`src/rtl/bsg_clk_downsample_ctr.sv`:
```
// ============================================================================
// Module      : bsg_clk_downsample_ctr
// Description : Programmable clock divider. It toggles a registered clock every
//               val+1 input cycles. Define BSG_CLK_DOWNSAMPLE_STROBE_EN to add
//               strobe_o, a one-cycle pulse on each rising edge of clk_r_o.
// Revision    : 1.0 - initial release
// ============================================================================
`default_nettype none

// Stand-in for the library's hardened flop cell: a plain D flop with no reset.
module bsg_clk_downsample_ctr_hard_dff #(
  parameter int width_p = 1
) (
  input  logic               clk_i,
  input  logic [width_p-1:0] d_i,
  output logic [width_p-1:0] q_o
);
  always_ff @(posedge clk_i) begin
    q_o <= d_i;
  end
endmodule

module bsg_clk_downsample_ctr #(
  parameter int width_p  = 2,
  parameter bit harden_p = 1'b0
) (
  input  logic               clk_i,
  input  logic               reset_i,
  input  logic [width_p-1:0] val_i,
`ifdef BSG_CLK_DOWNSAMPLE_STROBE_EN
  output logic               clk_r_o,
  output logic               strobe_o
`else
  output logic               clk_r_o
`endif
);

  logic [width_p-1:0] ctr_q, ctr_d;
  logic [width_p-1:0] val_q;
  logic               clk_q, clk_d;
  logic               terminal;

  assign terminal = (ctr_q == val_q);

  // The reset is folded into D so that the hardened cells need no reset pin.
  always_comb begin
    ctr_d = ctr_q + width_p'(1);
    clk_d = clk_q;
    if (reset_i) begin
      ctr_d = '0;
      clk_d = 1'b0;
    end else if (terminal) begin
      ctr_d = '0;
      clk_d = ~clk_q;
    end
  end

  // A new val_i is taken only at a terminal count. This lets the current half-period finish.
  always_ff @(posedge clk_i) begin
    if (reset_i) begin
      val_q <= val_i;
    end else if (terminal) begin
      val_q <= val_i;
    end
  end

  generate
    if (harden_p) begin : g_hard
      bsg_clk_downsample_ctr_hard_dff #(.width_p(width_p + 1)) u_state (
        .clk_i (clk_i),
        .d_i   ({ctr_d, clk_d}),
        .q_o   ({ctr_q, clk_q})
      );
    end else begin : g_soft
      always_ff @(posedge clk_i) begin
        ctr_q <= ctr_d;
        clk_q <= clk_d;
      end
    end
  endgenerate

  assign clk_r_o = clk_q;

`ifdef BSG_CLK_DOWNSAMPLE_STROBE_EN
  logic strobe_q;

  always_ff @(posedge clk_i) begin
    if (reset_i) begin
      strobe_q <= 1'b0;
    end else begin
      strobe_q <= terminal & ~clk_q;
    end
  end

  assign strobe_o = strobe_q;
`endif

endmodule

`default_nettype wire

```
`config.mk`:
```
export PLATFORM = sky130hd
export DESIGN_NAME = bsg_clk_downsample_ctr
export DESIGN_NICKNAME = d
export VERILOG_FILES = /design/src/rtl/bsg_clk_downsample_ctr.sv
export SDC_FILE = /design/constraint.sdc
export NUM_CORES = 1
export LEC_CHECK = 0
export ABC_AREA = 1
export CAP_MARGIN = 10
export CORE_AREA = 2 2 39 41
export CTS_BUF_LIST = sky130_fd_sc_hd__clkbuf_16
export CTS_CLUSTER_SIZE = 25
export DETAILED_ROUTE_END_ITERATION = 6
export DIE_AREA = 0 0 41 43
export SYNTH_ARGS = -nofsm -noshare
export SYNTH_HDL_FRONTEND = slang
export SYNTH_SLANG_ARGS = --single-unit
```
`constraint.sdc`:
```
create_clock -name clk_i -period 1.5 [get_ports clk_i]
set_input_delay 0.225 -clock clk_i [delete_from_list [all_inputs] [get_ports clk_i]]
set_output_delay 0.225 -clock clk_i [all_outputs]
set_load 0.01 [all_outputs]
```
=== Word level (Yosys, flattened, before mapping) ===
Cells that the tools add are included.

* Register bits after elaboration: 5
* Logic and storage cells: 10
* Output and inout port bits: 1

* Reduce and logical (&&, ||, !) cells: 2
* Multiplexer cells: 2
* Equal/unequal tests: 1
* $add $sub $neg: 1
* Bitwise gates (word level): 1

{| class="wikitable"
|+ Operators with widths
! kind !! number
|-
| $mux 2 || 2
|-
| $add 2x1->2 const B || 1
|-
| $eq 2x2->1 || 1
|-
| $reduce_bool 2->1 || 1
|-
| $reduce_or 2->1 || 1
|-
| $not 1->1 || 1
|}

=== Depth between registers and ports, before layout ===
Gate-level depths: netlist of the first run.

* Word-level depth: 3
* Gate-level depth with buffers: 6
* Gate-level depth less buffers: 6

=== Worst setup path before layout of the first run ===
Ideal clock, no wire load.

* Path type: reg2reg
* Start: reg val_q[1]
* End: reg val_q[0], enable pin
* Path buffers: 0
* Arrival: 0.676 ns
* Data required time: 1.206 ns
* Period minus slack after synthesis: 0.970 ns
* Cell stages (with the launch flop): 6
* Setup slack: 0.530 ns
* Library setup time: 0.294 ns
* Cell sequence: edfxtp_1 -> inv_1 -> nand2_1 -> nand2_1 -> nand2_2 -> nand2_4

* Longest elaborated chain between the ends: 2

{| class="wikitable"
|+ RTL lines
! what !! line !! text
|-
| from (decl) || 39 || <nowiki>logic [width_p-1:0] val_q;</nowiki>
|-
| from (signal assigned) || 61 || <nowiki>val_q <= val_i;</nowiki>
|-
| from (signal assigned) || 63 || <nowiki>val_q <= val_i;</nowiki>
|-
| $eq 2x2->1 || 43 || <nowiki>assign terminal = (ctr_q == val_q);</nowiki>
|-
| $reduce_bool 2->1 (no source line) || - ||
|}

Every way passes these cells.
A chain may end at the register's enable or synchronous reset.

=== Worst setup path in the final report of the first run ===
* Start: reg clk_q, in the netlist clk_r_o
* End: out clk_r_o

{| class="wikitable"
|+ RTL lines
! what !! line !! text
|-
| from (decl) || 40 || <nowiki>logic clk_q, clk_d;</nowiki>
|-
| from (signal assigned) || 77 || <nowiki>clk_q <= clk_d;</nowiki>
|-
| to (decl) || 34 || <nowiki>output logic clk_r_o</nowiki>
|}

No word-level cell between the ends.

==> key figures, run 1 <==
Floorplan
  – Die Y-Extent: 43 um
  – DIE AREA: 0.00176 mm^2
  – Starting Density: 0.160
  – Boundary Pins: 5
  – Row cnt: 14
  – DIE WIDTH: ~41 um
  – Core area: ~0.0014 mm^2

Worst setup path
  – Crit path max-delay cell type: clkdlybuf4s50_1
  – Worst flop-to-flop path endpoint: val_q[0]
  – CP Class: register to output port
  – R2R depth: 5
  – R2r startpoint: val_q[1]
  – Worst Setup End Kind: output port
  – Critical path arrival: between 1000 and 1500 ps
  – Worst EP required: 1270 ps
  – Largest delay contributor family on the critical path: buffers and inverters
  – Worst reg-to-reg setup slack: 480 ps
  – Max incr delay on CP: around 540 ps
  – CP Launch Type: register
  – CP Max Fanout: 3
  – Crit path buffers/inverters: 1
  – Crit-path cells: clkdlybuf4s50_1

GRT
  – GR Util met3: 0.0157
  – M2 GR Usage: 0.0750
  – Most used routing layer: met4
  – Largest net degree at the start of global routing: 5
  – Global route total overflow: 0
  – Total GRT Usage: 0.0513
  – Vias in the first global route: 146
  – Met1 GRT Util: 0.0388
  – Initial antenna violation count: 0
  – First-pass GRT wire length: 524 um

Power and ir drop
  – Combinational Power Share: 0.108
  – Cell internal pwr: around 0.54 mW
  – Worst vdd ir: between 0.7 and 0.8 mV
  – Flop pwr share: 0.255
  – Pleak: 0.158 nW
  – Pwr Total: slightly below 0.7 mW
  – PD cells: 1870 mW/mm^2
  – Clock power share: 0.637
  – Sw Pwr: 0.135 mW
  – Sw Share: 0.200

Timing
  – Max Slew Vio Count: 0
  – Final worst-path cycle share: 0.882
  – Minimum clock period: about 1300 ps
  – Clock Skew: 0.602 ps
  – RSZ-0062 raised after global routing: no
  – Setup TNS: 0 ps
  – Final Hold Viols: 0
  – Maximum clock rate: 756 MHz
  – Final setup viols: 0
  – Max-slew headroom: 0.919
  – Worst slew pin tran: 121 ps

Clocking
  – Clock sinks: 5
  – CTS tree: built
  – H-tree depth: 1
  – CTS Buf Count: 3
  – Number of hold buffers added after CTS: 0
  – Clock root buffer master: clkbuf_16
  – # Post-CTS Setup Buffers: 0
  – Post-CTS resize count: 0
  – Later-pin clock latency in the skew report: 230 ps
  – Clk pin slew, worst setup/hold paths: 30 ps
  – CTS max path bufs: 2

Routing
  – Via count: 173
  – Wire length per cell: approximately 6.5 um
  – DRT Pass-1 Iters: 2
  – Detail Route Antenna Nets: 0
  – Vias per cell: 3.46
  – Drt total wl: 325 um
  – DRT iter0 DRCs: 1
  – DRC: 0

Logic synthesis
  – Mapped Cells: 26
  – Top cells by count, synth: nand2_1, dfxtp_1, inv_1, nand2_2
  – Async SR Flop Fraction: 0
  – Sequential-to-total area share from yosys stat: 0.542
  – Yosys top cell area share: 0.271
  – Top-count cell post-synth: nand2_1
  – Ys flop type: dfxtp_1
  – Syn avg cell area: 8.52 um^2
  – Post-Syn Area: 221 um^2
  – Synthesized Nets: 30
  – Largest cells by area after synthesis: dfxtp_1, edfxtp_1, nand2_1
  – Post-synth EDFFs: 2
  – Cell taking the most area after synthesis: dfxtp_1
  – Synthesis-stage register bit count: 5
  – Yosys cell types: 12
  – YS warnings: 0

Cells and area
  – Register area: 120 um^2
  – Filler cells: 147
  – Fin nets: 39
  – Area Overhead vs Synth: 62.7%
  – Layout cells sized above 1: 0.265
  – Final Util: 0.260
  – Area occupied by multi-input gates: 82.6 um^2
  – Ant. Diodes: 0

Job
  – Max cap viols: 0

Status
  – Status: finished, final reports clean

Placement
  – Placer Congestion: 0.678
  – Port Buffers: 4
  – Detail Placement HPWL: 243 um

Min path
  – Hold path startpoint: ctr_q[0]
  – Worst Hold Class: register to register
  – WHS Endpoint: ctr_q[0]
  – Hold path cells: 1
==> placed cells by master (no fill, tap or decap) <==
| cell type | synthesis | routed |
|---|---|---|
| a21oi_1 | 1 | 1 |
| a21oi_2 | 1 | 1 |
| clkbuf_16 | 0 | 3 |
| clkdlybuf4s50_1 | 0 | 4 |
| clkinv_1 | 1 | 1 |
| dfxtp_1 | 3 | 3 |
| edfxtp_1 | 2 | 2 |
| inv_1 | 3 | 4 |
| inv_2 | 1 | 1 |
| nand2_1 | 7 | 7 |
| nand2_2 | 3 | 3 |
| nand2_4 | 1 | 1 |
| nand3_1 | 1 | 1 |
| nor2_1 | 2 | 2 |
==> worst max-delay path by stage <==
stage                         from       end  slack, ps  depth (start not counted)
after floorplan           val_q[1]  val_q[0]        530                          5
after global placement     reset_i  val_q[1]        370                          3
after detailed placement   reset_i  val_q[1]        380                          3
after CTS                  clk_r_o   clk_r_o        170                          1
after global routing       clk_r_o   clk_r_o        150                          1
final                      clk_r_o   clk_r_o        180                          1
==> routing by layer <==
layer  vias up  share of wire
met3         2          0.031
met2         5           0.47
met5         -              0
met4         0          0.058
li1         93              -
met1        73           0.44
==> final cells by class <==
class	count	share of cell area
Clock buffer	3	0.208
Clock inverter	1	0.0104
Inverter	5	0.0521
Tap cell	16	0.0556
Multi-Input combinational cell	16	0.229
Sequential cell	5	0.333
Timing Repair Buffer	4	0.111
==> sequential cells by signal (all words and copies together) (netlist names) <==
signal and cells:
clk_r_o 1, ctr_q 2, val_q 2
==> power by group through the flow <==
stage                     sequential (mW)  combinational, mW  clock [mW]
after global routing                0.174             0.0825       0.451
after CTS                           0.172             0.0744       0.436
after floorplan                     0.174             0.0492           0
after global placement              0.174             0.0723           0
final                               0.172             0.0728       0.429
after detailed placement            0.174             0.0744           0
==> through the flow <==
stage	std cells	hold slack [ps]	cell area [um^2]	setup slack (ps)
4_1_cts	50	461	360	171
3_3_place_gp	46	444	282	374
2_1_floorplan	26	324	221	530
5_1_grt	50	484	360	145
6_report	50	460	360	177
3_5_place_dp	46	454	282	375
==> logic make-up (layout without fill, tap and decap cells) <==
family          after synthesis  count (layout)  share of synthesized area
compound gates                2               2                     0.0621
buf+inv                       5              13                     0.0847
flops                         5               5                      0.542
simple gates                 14              14                      0.311
(Power assumes the default switching activity.)
==> run 2, diff against run 1 <==
- ABC_CLOCK_PERIOD_IN_PS: default -> 1500
==> results of run 2 <==
Final layout, timing and power as in run 1 (identical DEF).
==> run 3, diff against run 2 <==
- CTS_BUF_LIST: sky130_fd_sc_hd__clkbuf_16 -> default
- GPL_TIMING_DRIVEN: default -> 0
- REMOVE_ABC_BUFFERS: default -> 1
==> key figures, run 3 (same netlist as run 1, synthesis figures left out) <==
Timing
  – Worst slew pin tran: 122 ps
  – Setup TNS: 0 ps
  – Final worst-path cycle share: 0.894
  – Hold slack: 467 ps
  – Max-slew headroom: 0.919
  – Minimum clock period: 1340 ps
  – Max Slew Vio Count: 0
  – Maximum clock rate: 745 MHz
  – RSZ-0062 raised after global routing: no
  – Final setup viols: 0
  – Clock Skew: around 1.7 ps
  – Final Hold Viols: 0
  – Final worst slack: 158 ps

Job
  – Max cap viols: 0

Floorplan
  – Row cnt: 14
  – Boundary Pins: 5
  – Starting Density: 0.160
  – DIE WIDTH: 41 um
  – Die Y-Extent: 43 um
  – DIE AREA: 0.00176 mm^2
  – Core area: 0.00138 mm^2

Worst setup path
  – Worst Setup End Kind: output port
  – CP Max Fanout: 3
  – Crit path max-delay cell type: clkdlybuf4s50_1
  – Crit-path cells: clkdlybuf4s50_1
  – CP Launch Type: register
  – CP Class: register to output port
  – Max incr delay on CP: 540 ps
  – Worst EP required: 1270 ps
  – Crit path buffers/inverters: 1
  – Critical path arrival: 1120 ps
  – Largest delay contributor family on the critical path: buffers and inverters

Cells and area
  – Most common cell after layout, fill and taps aside: nand2_1
  – Finished Cell Area: between 300 and 400 um^2
  – Fin nets: 39
  – Layout cells sized above 1: 0.265
  – Most frequent cells in the layout: nand2_1, clkdlybuf4s50_1
  – Area Overhead vs Synth: 39.0%
  – Filler cells: between 100 and 150
  – Ant. Diodes: 0

Routing
  – DRT Pass-1 Iters: 3
  – DRC: 0
  – Detail Route Antenna Nets: 0
  – Wire length per cell: 6.32 um
  – Drt total wl: 316 um
  – Via count: approximately 170
  – DRT iter0 DRCs: 2
  – Vias per cell: 3.36

GRT
  – Vias in the first global route: roughly 150
  – Global route total overflow: 0
  – Largest net degree at the start of global routing: 5
  – First-pass GRT wire length: 455 um
  – Initial antenna violation count: 0
  – Total GRT Usage: 0.0412

Status
  – Status: finished, final reports clean

Placement
  – Setup WS pre-CTS: 376 ps
  – Detail Placement HPWL: around 240 um
  – Port Buffers: 4
  – Area after DPL: 282 um^2
  – Placer Congestion: between 0.6 and 0.7

Min path
  – Worst Hold Class: register to register

Clocking
  – H-tree depth: 1
  – Number of hold buffers added after CTS: 0
  – Clk pin slew, worst setup/hold paths: 40 ps
  – # Post-CTS Setup Buffers: 0
  – Later-pin clock latency in the skew report: 240 ps
  – CTS Buf Count: 3
  – Clock root buffer master: clkbuf_4
  – CTS tree: built
  – Clock sinks: 5
  – CTS max path bufs: 2
  – Post-CTS resize count: 0

Power and ir drop
  – PD cells: 1280 mW/mm^2
  – Pleak: 0.130 nW
  – Worst vdd ir: 0.430 mV
  – Pwr Total: 0.395 mW
[run 3: path summary, 6_finish.rpt]
check                               from  endpoint  slack, ps  cells past startpoint
worst max-delay path             clk_r_o   clk_r_o        160                      1
worst min-delay path            ctr_q[0]  ctr_q[0]        470                      1
worst max register to register  val_q[1]  val_q[0]        470                      5
worst min register to register  ctr_q[0]  ctr_q[0]        470                      1
[run 3: stage by stage]
stage                      util  instances
after floorplan               -         26
after global routing      0.222         50
after detailed placement  0.203         46
final                     0.222         50
after global placement    0.203         46
after CTS                 0.222         50
[run 3: where the power goes]
| part | switching [mW] | total, mW | internal [mW] |
|---|---|---|---|
| clock | 0.0493 | 0.149 | 0.100 |
| sequential | 0.0113 | 0.172 | 0.161 |
| combinational | 0.0400 | 0.0733 | 0.0333 |
| total | 0.101 | 0.395 | 0.294 |
[run 3: cell type report]
| type | instances | area [um^2] | area share |
|---|---|---|---|
| clock buffer | 4 | 26.3 | 0.0854 |
| timing repair buffer | 4 | 40.0 | 0.130 |
| tap | 16 | 20.0 | 0.0650 |
| sequential | 5 | 120 | 0.390 |
| inverter | 5 | 18.8 | 0.0610 |
| multi-input combinational | 16 | 82.6 | 0.268 |
[run 3: per-layer routing]
metal,vias up,track usage,share of wire
met5,-,0,0
met4,0,0.0600,0
met3,0,0,0.016
met2,3,0.0656,0.54
met1,72,0.0355,0.44
li1,93,-,-
